$ cat config.mk
export PLATFORM = sky130hd
export DESIGN_NAME = imem_debug_loader
export DESIGN_NICKNAME = d
export VERILOG_FILES = /design/src/rtl/imem_debug_loader_pkg.sv /design/src/rtl/imem_debug_loader_word_assembler.sv /design/src/rtl/imem_debug_loader.sv
export SDC_FILE = /design/constraint.sdc
export NUM_CORES = 1
export LEC_CHECK = 0
export ABC_AREA = 0
export BUFFER_PORTS_ARGS = -buffer_cell sky130_fd_sc_hd__buf_2
export CAP_MARGIN = 20
export CORE_MARGIN = 2
export CORE_UTILIZATION = 40
export DETAILED_ROUTE_END_ITERATION = 10
export PLACE_DENSITY = 0.62
export SLEW_MARGIN = 20
export SYNTH_ARGS = -nofsm -noshare
export SYNTH_HDL_FRONTEND = slang
export SYNTH_SLANG_ARGS = --single-unit
$ cat constraint.sdc
create_clock -name clk -period 3.91 [get_ports clk]
set_input_delay 0.782 -clock clk [delete_from_list [all_inputs] [get_ports clk]]
set_output_delay 0.782 -clock clk [all_outputs]
set_load 0.02 [all_outputs]
$ cat src/rtl/imem_debug_loader_pkg.sv
// Shared constants for the debug/boot loader: state encoding, UART command bytes, halt word.
// Imported by the loader top and its word assembler.
package imem_debug_loader_pkg;

  localparam int LEN_DATA  = 32;
  localparam int RAM_DEPTH = 2048;
  localparam int ADDR_W    = $clog2(RAM_DEPTH);

  localparam logic [LEN_DATA-1:0] HALT_WORD = 32'hFFFF_FFFF;

  localparam logic [7:0] CMD_LOAD  = 8'h4C;
  localparam logic [7:0] CMD_CONT  = 8'h43;
  localparam logic [7:0] CMD_STEP  = 8'h53;
  localparam logic [7:0] CMD_NEXT  = 8'h4E;
  localparam logic [7:0] CMD_REARM = 8'h52;

  typedef enum logic [2:0] {
    ST_IDLE      = 3'd0,
    ST_LOAD      = 3'd1,
    ST_WRITE     = 3'd2,
    ST_WAIT_MODE = 3'd3,
    ST_RUN       = 3'd4,
    ST_STEP_WAIT = 3'd5,
    ST_STEP_RUN  = 3'd6,
    ST_DONE      = 3'd7
  } state_t;

endpackage

$ cat src/rtl/imem_debug_loader_word_assembler.sv
// Big-endian 8->32 assembler: first accepted byte lands in the MSB.
// word_ready is combinational and marks the byte that completes a word.
module imem_debug_loader_word_assembler
  import imem_debug_loader_pkg::*;
(
  input  logic                clk,
  input  logic                rst,
  input  logic                clear,
  input  logic                enable,
  input  logic                byte_valid,
  input  logic [7:0]          byte_data,
  output logic [LEN_DATA-1:0] word,
  output logic                word_ready
);

  logic [1:0] byte_cnt;
  logic       take;

  assign take       = enable && byte_valid;
  assign word_ready = take && (byte_cnt == 2'd3);

  always_ff @(posedge clk or posedge rst) begin
    if (rst) begin
      word     <= '0;
      byte_cnt <= '0;
    end else if (clear) begin
      byte_cnt <= '0;
    end else if (take) begin
      word     <= {word[LEN_DATA-9:0], byte_data};
      byte_cnt <= byte_cnt + 2'd1;
    end
  end

endmodule

$ cat src/rtl/imem_debug_loader.sv
// Boot/debug sequencer: loads instruction words from UART into imem, then
// releases the fetch pipeline in continuous or single-step mode.
module imem_debug_loader
  import imem_debug_loader_pkg::*;
(
  input  logic                clk,
  input  logic                reset,
  input  logic                rx_done,
  input  logic [7:0]          rx_data,
  input  logic                in_halt_flag,
  output logic [LEN_DATA-1:0] out_ins_to_mem,
  output logic [LEN_DATA-1:0] out_addr_debug,
  output logic                out_wea_ram_inst,
  output logic                out_debug_flag,
  output logic                out_stall_flag,
  output logic                out_pipe_reset,
  output logic                out_load_overflow,
  output logic [2:0]          out_state
);

  state_t              state, state_nxt;
  logic [ADDR_W-1:0]   addr;
  logic                overflow;
  logic                pipe_reset;
  logic [LEN_DATA-1:0] word;
  logic                word_ready;
  logic                is_halt_word;
  logic                at_last_addr;
  logic                load_cont;
  logic                load_start;
  logic                assemble_en;

  assign is_halt_word = (word == HALT_WORD);
  assign at_last_addr = (addr == ADDR_W'(RAM_DEPTH - 1));
  // A WRITE that keeps loading also lets its concurrent byte start the next word.
  assign load_cont    = (state == ST_WRITE) && !is_halt_word && !at_last_addr;
  assign assemble_en  = (state == ST_LOAD) || load_cont;
  assign load_start   = rx_done && (rx_data == CMD_LOAD) &&
                        ((state == ST_IDLE) || (state == ST_WAIT_MODE) || (state == ST_DONE));

  imem_debug_loader_word_assembler u_word_assembler (
    .clk        (clk),
    .rst        (reset),
    .clear      (load_start),
    .enable     (assemble_en),
    .byte_valid (rx_done),
    .byte_data  (rx_data),
    .word       (word),
    .word_ready (word_ready)
  );

  always_comb begin
    state_nxt = state;
    case (state)
      ST_IDLE:      if (load_start) state_nxt = ST_LOAD;
      ST_LOAD:      if (word_ready) state_nxt = ST_WRITE;
      ST_WRITE:     state_nxt = load_cont ? ST_LOAD : ST_WAIT_MODE;
      ST_WAIT_MODE: begin
        if (rx_done) begin
          case (rx_data)
            CMD_CONT: state_nxt = ST_RUN;
            CMD_STEP: state_nxt = ST_STEP_WAIT;
            CMD_LOAD: state_nxt = ST_LOAD;
            default:  state_nxt = ST_WAIT_MODE;
          endcase
        end
      end
      ST_RUN:       if (in_halt_flag) state_nxt = ST_DONE;
      // Halt wins over a concurrent 'N'.
      ST_STEP_WAIT: begin
        if (in_halt_flag)                          state_nxt = ST_DONE;
        else if (rx_done && (rx_data == CMD_NEXT)) state_nxt = ST_STEP_RUN;
      end
      ST_STEP_RUN:  state_nxt = in_halt_flag ? ST_DONE : ST_STEP_WAIT;
      ST_DONE: begin
        if (rx_done && (rx_data == CMD_REARM)) state_nxt = ST_IDLE;
        else if (load_start)                   state_nxt = ST_LOAD;
      end
      default:      state_nxt = ST_IDLE;
    endcase
  end

  always_ff @(posedge clk or posedge reset) begin
    if (reset) begin
      state      <= ST_IDLE;
      addr       <= '0;
      overflow   <= 1'b0;
      pipe_reset <= 1'b0;
    end else begin
      state      <= state_nxt;
      pipe_reset <= (state == ST_WRITE) && !load_cont;
      if (load_start) begin
        addr     <= '0;
        overflow <= 1'b0;
      end else if (load_cont) begin
        addr     <= addr + ADDR_W'(1);
      end else if ((state == ST_WRITE) && !is_halt_word) begin
        overflow <= 1'b1;
      end
    end
  end

  assign out_ins_to_mem    = word;
  assign out_addr_debug    = {{(LEN_DATA - ADDR_W){1'b0}}, addr};
  assign out_wea_ram_inst  = (state == ST_WRITE);
  assign out_debug_flag    = (state == ST_STEP_WAIT) || (state == ST_STEP_RUN);
  assign out_stall_flag    = !((state == ST_RUN) || (state == ST_STEP_RUN));
  assign out_pipe_reset    = pipe_reset;
  assign out_load_overflow = overflow;
  assign out_state         = state;

endmodule

==> flow_metrics.py <==
metrics = {
    "worst_setup_path": {
        "r2r_start": "out_state[2]",
        "r2r_cells": 5,
        "endpoint_kind": "output port",
        "crit_type": "flop to output port",
        "cp-start-kind": "flop",
        "worstReg2RegEnd": "addr[5]",
        "crit_start": "out_state[0]",
        "required_ns": 3.13,
        "cp.arrival_ns": 1.98,
        "crit_fanout": 14,
        "reg2reg_slack_ns": 1.42,
    },
    "final_layout": {
        "num-fill-cells": 631,
        "layout.cells.non_filler": 373,
        "nNetsFinal": 309,
        "syn2layout_area_growth_pct": 14.0,
        "diodes": 0,
        "fin_area_sq_um": 3030,
        "layout-drive-gt1-share_pct": 30.7,
        "seq_area_sq_um": 1250,
        "multi_input_area_sq_um": 1220,
        "final_util_pct": 47.5,
    },
    "drt": {
        "drc": 0,
        "via_count": 1962,
        "vias_per_cell": 5.26,
        "drtAntennaViolNets": 0,
        "routed_wl_um": 5620,
        "drtPass1Iterations": 4,
        "initialDrtViolationCount": 114,
        "routedWlPerCell_um": 15.1,
    },
    "floorplanning": {
        "die_area_sq_um": 7310,
        "io_pins": 84,
        "coreArea_sq_um": 6390,
        "die_h_um": 85.5,
        "fp-row-count": 29,
        "die_x_um": 85.5,
        "start_util_pct": 41.6,
    },
    "clock_tree": {
        "cts_setup_buffers": 0,
        "cts_tree": "built",
        "cts_buffers": 5,
        "clkTransAtPathRegs_ns": 0.09,
        "cts_root_buffer": "clkbuf_8",
        "insertion_delay_ns": 0.31,
        "cts_repair_resize_count": 0,
        "cts_sinks": 50,
        "cts_hold_buf": 0,
        "cts_buffer_depth": 2,
        "cts_htree_levels": 2,
    },
    "sta": {
        "min_period_over_period_pct": 70.5,
        "max_slew_margin_pct": 43.6,
        "hold_viol_final": 0,
        "worst_slew_pin_slew_ns": 0.845,
        "layout_setup_ws_ns": 1.15,
        "fin_skew_ns": 0.00496,
        "final_max_slew_viol_count": 0,
        "hold_slack_ns": 0.522,
        "finalSetupViolations": 0,
        "fin_tns_setup_ns": 0,
        "fmax_mhz": 363,
        "period_minus_slack_ns": 2.76,
        "rsz0062_at_grt": "false",
    },
    "power": {
        "p_int_mw": 1.33,
        "p_comb_share_pct": 44.7,
        "total_power_mw": 2.38,
        "ir_drop_mv": 0.414,
        "seqPwrFrac_pct": 41.5,
        "netSwitchingFraction_pct": 44.3,
        "p_switching_mw": 1.06,
        "clock_power_share_pct": 13.8,
        "powerDensity_nw_per_um2": 786,
        "power.leakage_nw": 1.41,
    },
    "hold_path": {
        "hold_class": "flop to flop",
        "hold_start": "u_word_assembler.word[24]",
        "whs_endpoint": "u_word_assembler.word[24]",
        "whs_path_depth": 1,
    },
    "place": {
        "postPlaceCellArea_sq_um": 2930,
        "pre_cts_ws_ns": 1.05,
        "dp.cells": 365,
        "io_buffers": 62,
        "dpl.hpwl_um": 4050,
        "gp_congestion": 0.763,
    },
    "synthesis": {
        "yosysTopAreaCell": "dfrtp_1",
        "syn_inst": 235,
        "synthDistinctLibCells": 48,
        "syn_avg_cell_area_sq_um": 11.3,
        "synth-edff-count": 0,
        "seq_area_frac_synth_pct": 47.1,
        "netlist_area_sq_um": 2660,
        "async_flop_share_pct": 100,
        "synth_top_area_share_pct": 47.1,
        "synth_flop_cell": "dfrtp_1",
        "ys_warn_count": 0,
        "synthTopCellsByArea": "dfrtp_1 47%, mux2_1 12%, buf_4 5.9%",
        "synth-seq-cells": 50,
        "yosysMostFrequentCell": "dfrtp_1",
        "synthTopCellsByCount": "50 x dfrtp_1, 28 x mux2_1, 21 x buf_4",
    },
    "global_routing": {
        "grt_pass1_wl_um": 9180,
        "grt_pass1_vias": 1904,
        "grt_antenna_before_repair": 0,
        "track_usage_pct": 15.7,
        "grt_max_degree": 51,
        "grt_remaining_overflow": 0,
    },
    "status": {
        "status": "completed",
    },
    "run": {
        "cap_viol_max_count": 0,
    },
}
[kinds of logic after synthesis]
logic type | count (synthesis) | synth area share, %
simple gates | 77 | 17.0
flops | 50 | 47.1
mux | 41 | 17.2
buf+inv | 39 | 9.70
compound gates | 24 | 7.58
fa+ha+maj | 2 | 0.941
other cells | 1 | 0.141
xor+xnor | 1 | 0.330
[worst max-delay path, stage by stage, from the launching register on]
cell	delay [ns]
dfrtp_1	0.53
or2_1	0.28
or2_1	0.27
inv_1	0.34
buf_2	0.25
[power by group through the flow]
stage | sequential (mW) | clock (mW) | combinational (mW)
2_1_floorplan | 1.19 | 0 | 0.527
3_3_place_gp | 0.997 | 0 | 1.05
3_5_place_dp | 1.00 | 0 | 1.07
4_1_cts | 0.993 | 0.339 | 1.08
5_1_grt | 1.04 | 0.362 | 1.16
6_report | 0.990 | 0.328 | 1.06
[layout by cell type, fill, tap and decap left out, types with 2 or more instances in the layout]
cell type | netlist | final
a21oi_1 | 3 | 3
nor2b_1 | 4 | 4
mux2i_1 | 3 | 3
and3_1 | 8 | 8
nand2_1 | 8 | 8
nand4_1 | 12 | 12
nor2_1 | 11 | 11
mux2_1 | 28 | 28
a31oi_1 | 2 | 2
and2_1 | 6 | 6
mux2_2 | 10 | 10
o21ai_0 | 2 | 2
buf_2 | 8 | 62
conb_1 | 1 | 21
or2_1 | 2 | 2
or3b_2 | 3 | 3
nor3_1 | 2 | 2
nor4_1 | 3 | 3
nand3_1 | 5 | 5
ha_1 | 2 | 2
clkbuf_8 | 0 | 6
dfrtp_1 | 50 | 50
o31ai_1 | 3 | 3
inv_1 | 7 | 6
buf_4 | 21 | 3
nand2b_1 | 6 | 6
[registers in the layout (all words and copies together), names as in the netlist]
signal	count
addr	11
out_load_overflow	1
out_state	3
u_word_assembler.word	32
u_word_assembler.byte_cnt	2
out_pipe_reset	1
[how the worst max path moves through the flow]
stage / end / slack (ns) / cells after the start
finish: out_wea_ram_inst / 1.15 / 4
global route: out_wea_ram_inst / 1.02 / 4
CTS: out_wea_ram_inst / 1.16 / 4
detailed placement: addr[5] / 1.05 / 6
global placement: addr[8] / 1.09 / 6
floorplan: out_state[0] / 1.49 / 6
[routing by layer]
layer	wire (um)	up-vias	track usage (%)
met5	0	-	0
met4	25	0	3.03
met3	479	3	5.68
met2	2600	73	24.3
met1	2510	959	21.6
li1	-	927	-
[cell type report]
type,count,share of cell area (%)
timing repair buffer,65,11.0
sequential,50,41.3
inverter,7,0.908
clock inverter,2,0.537
multi-input combinational,166,40.4
clock buffer,6,2.73
tap,77,3.18
No activity file was read; power rests on OpenSTA's default activity.
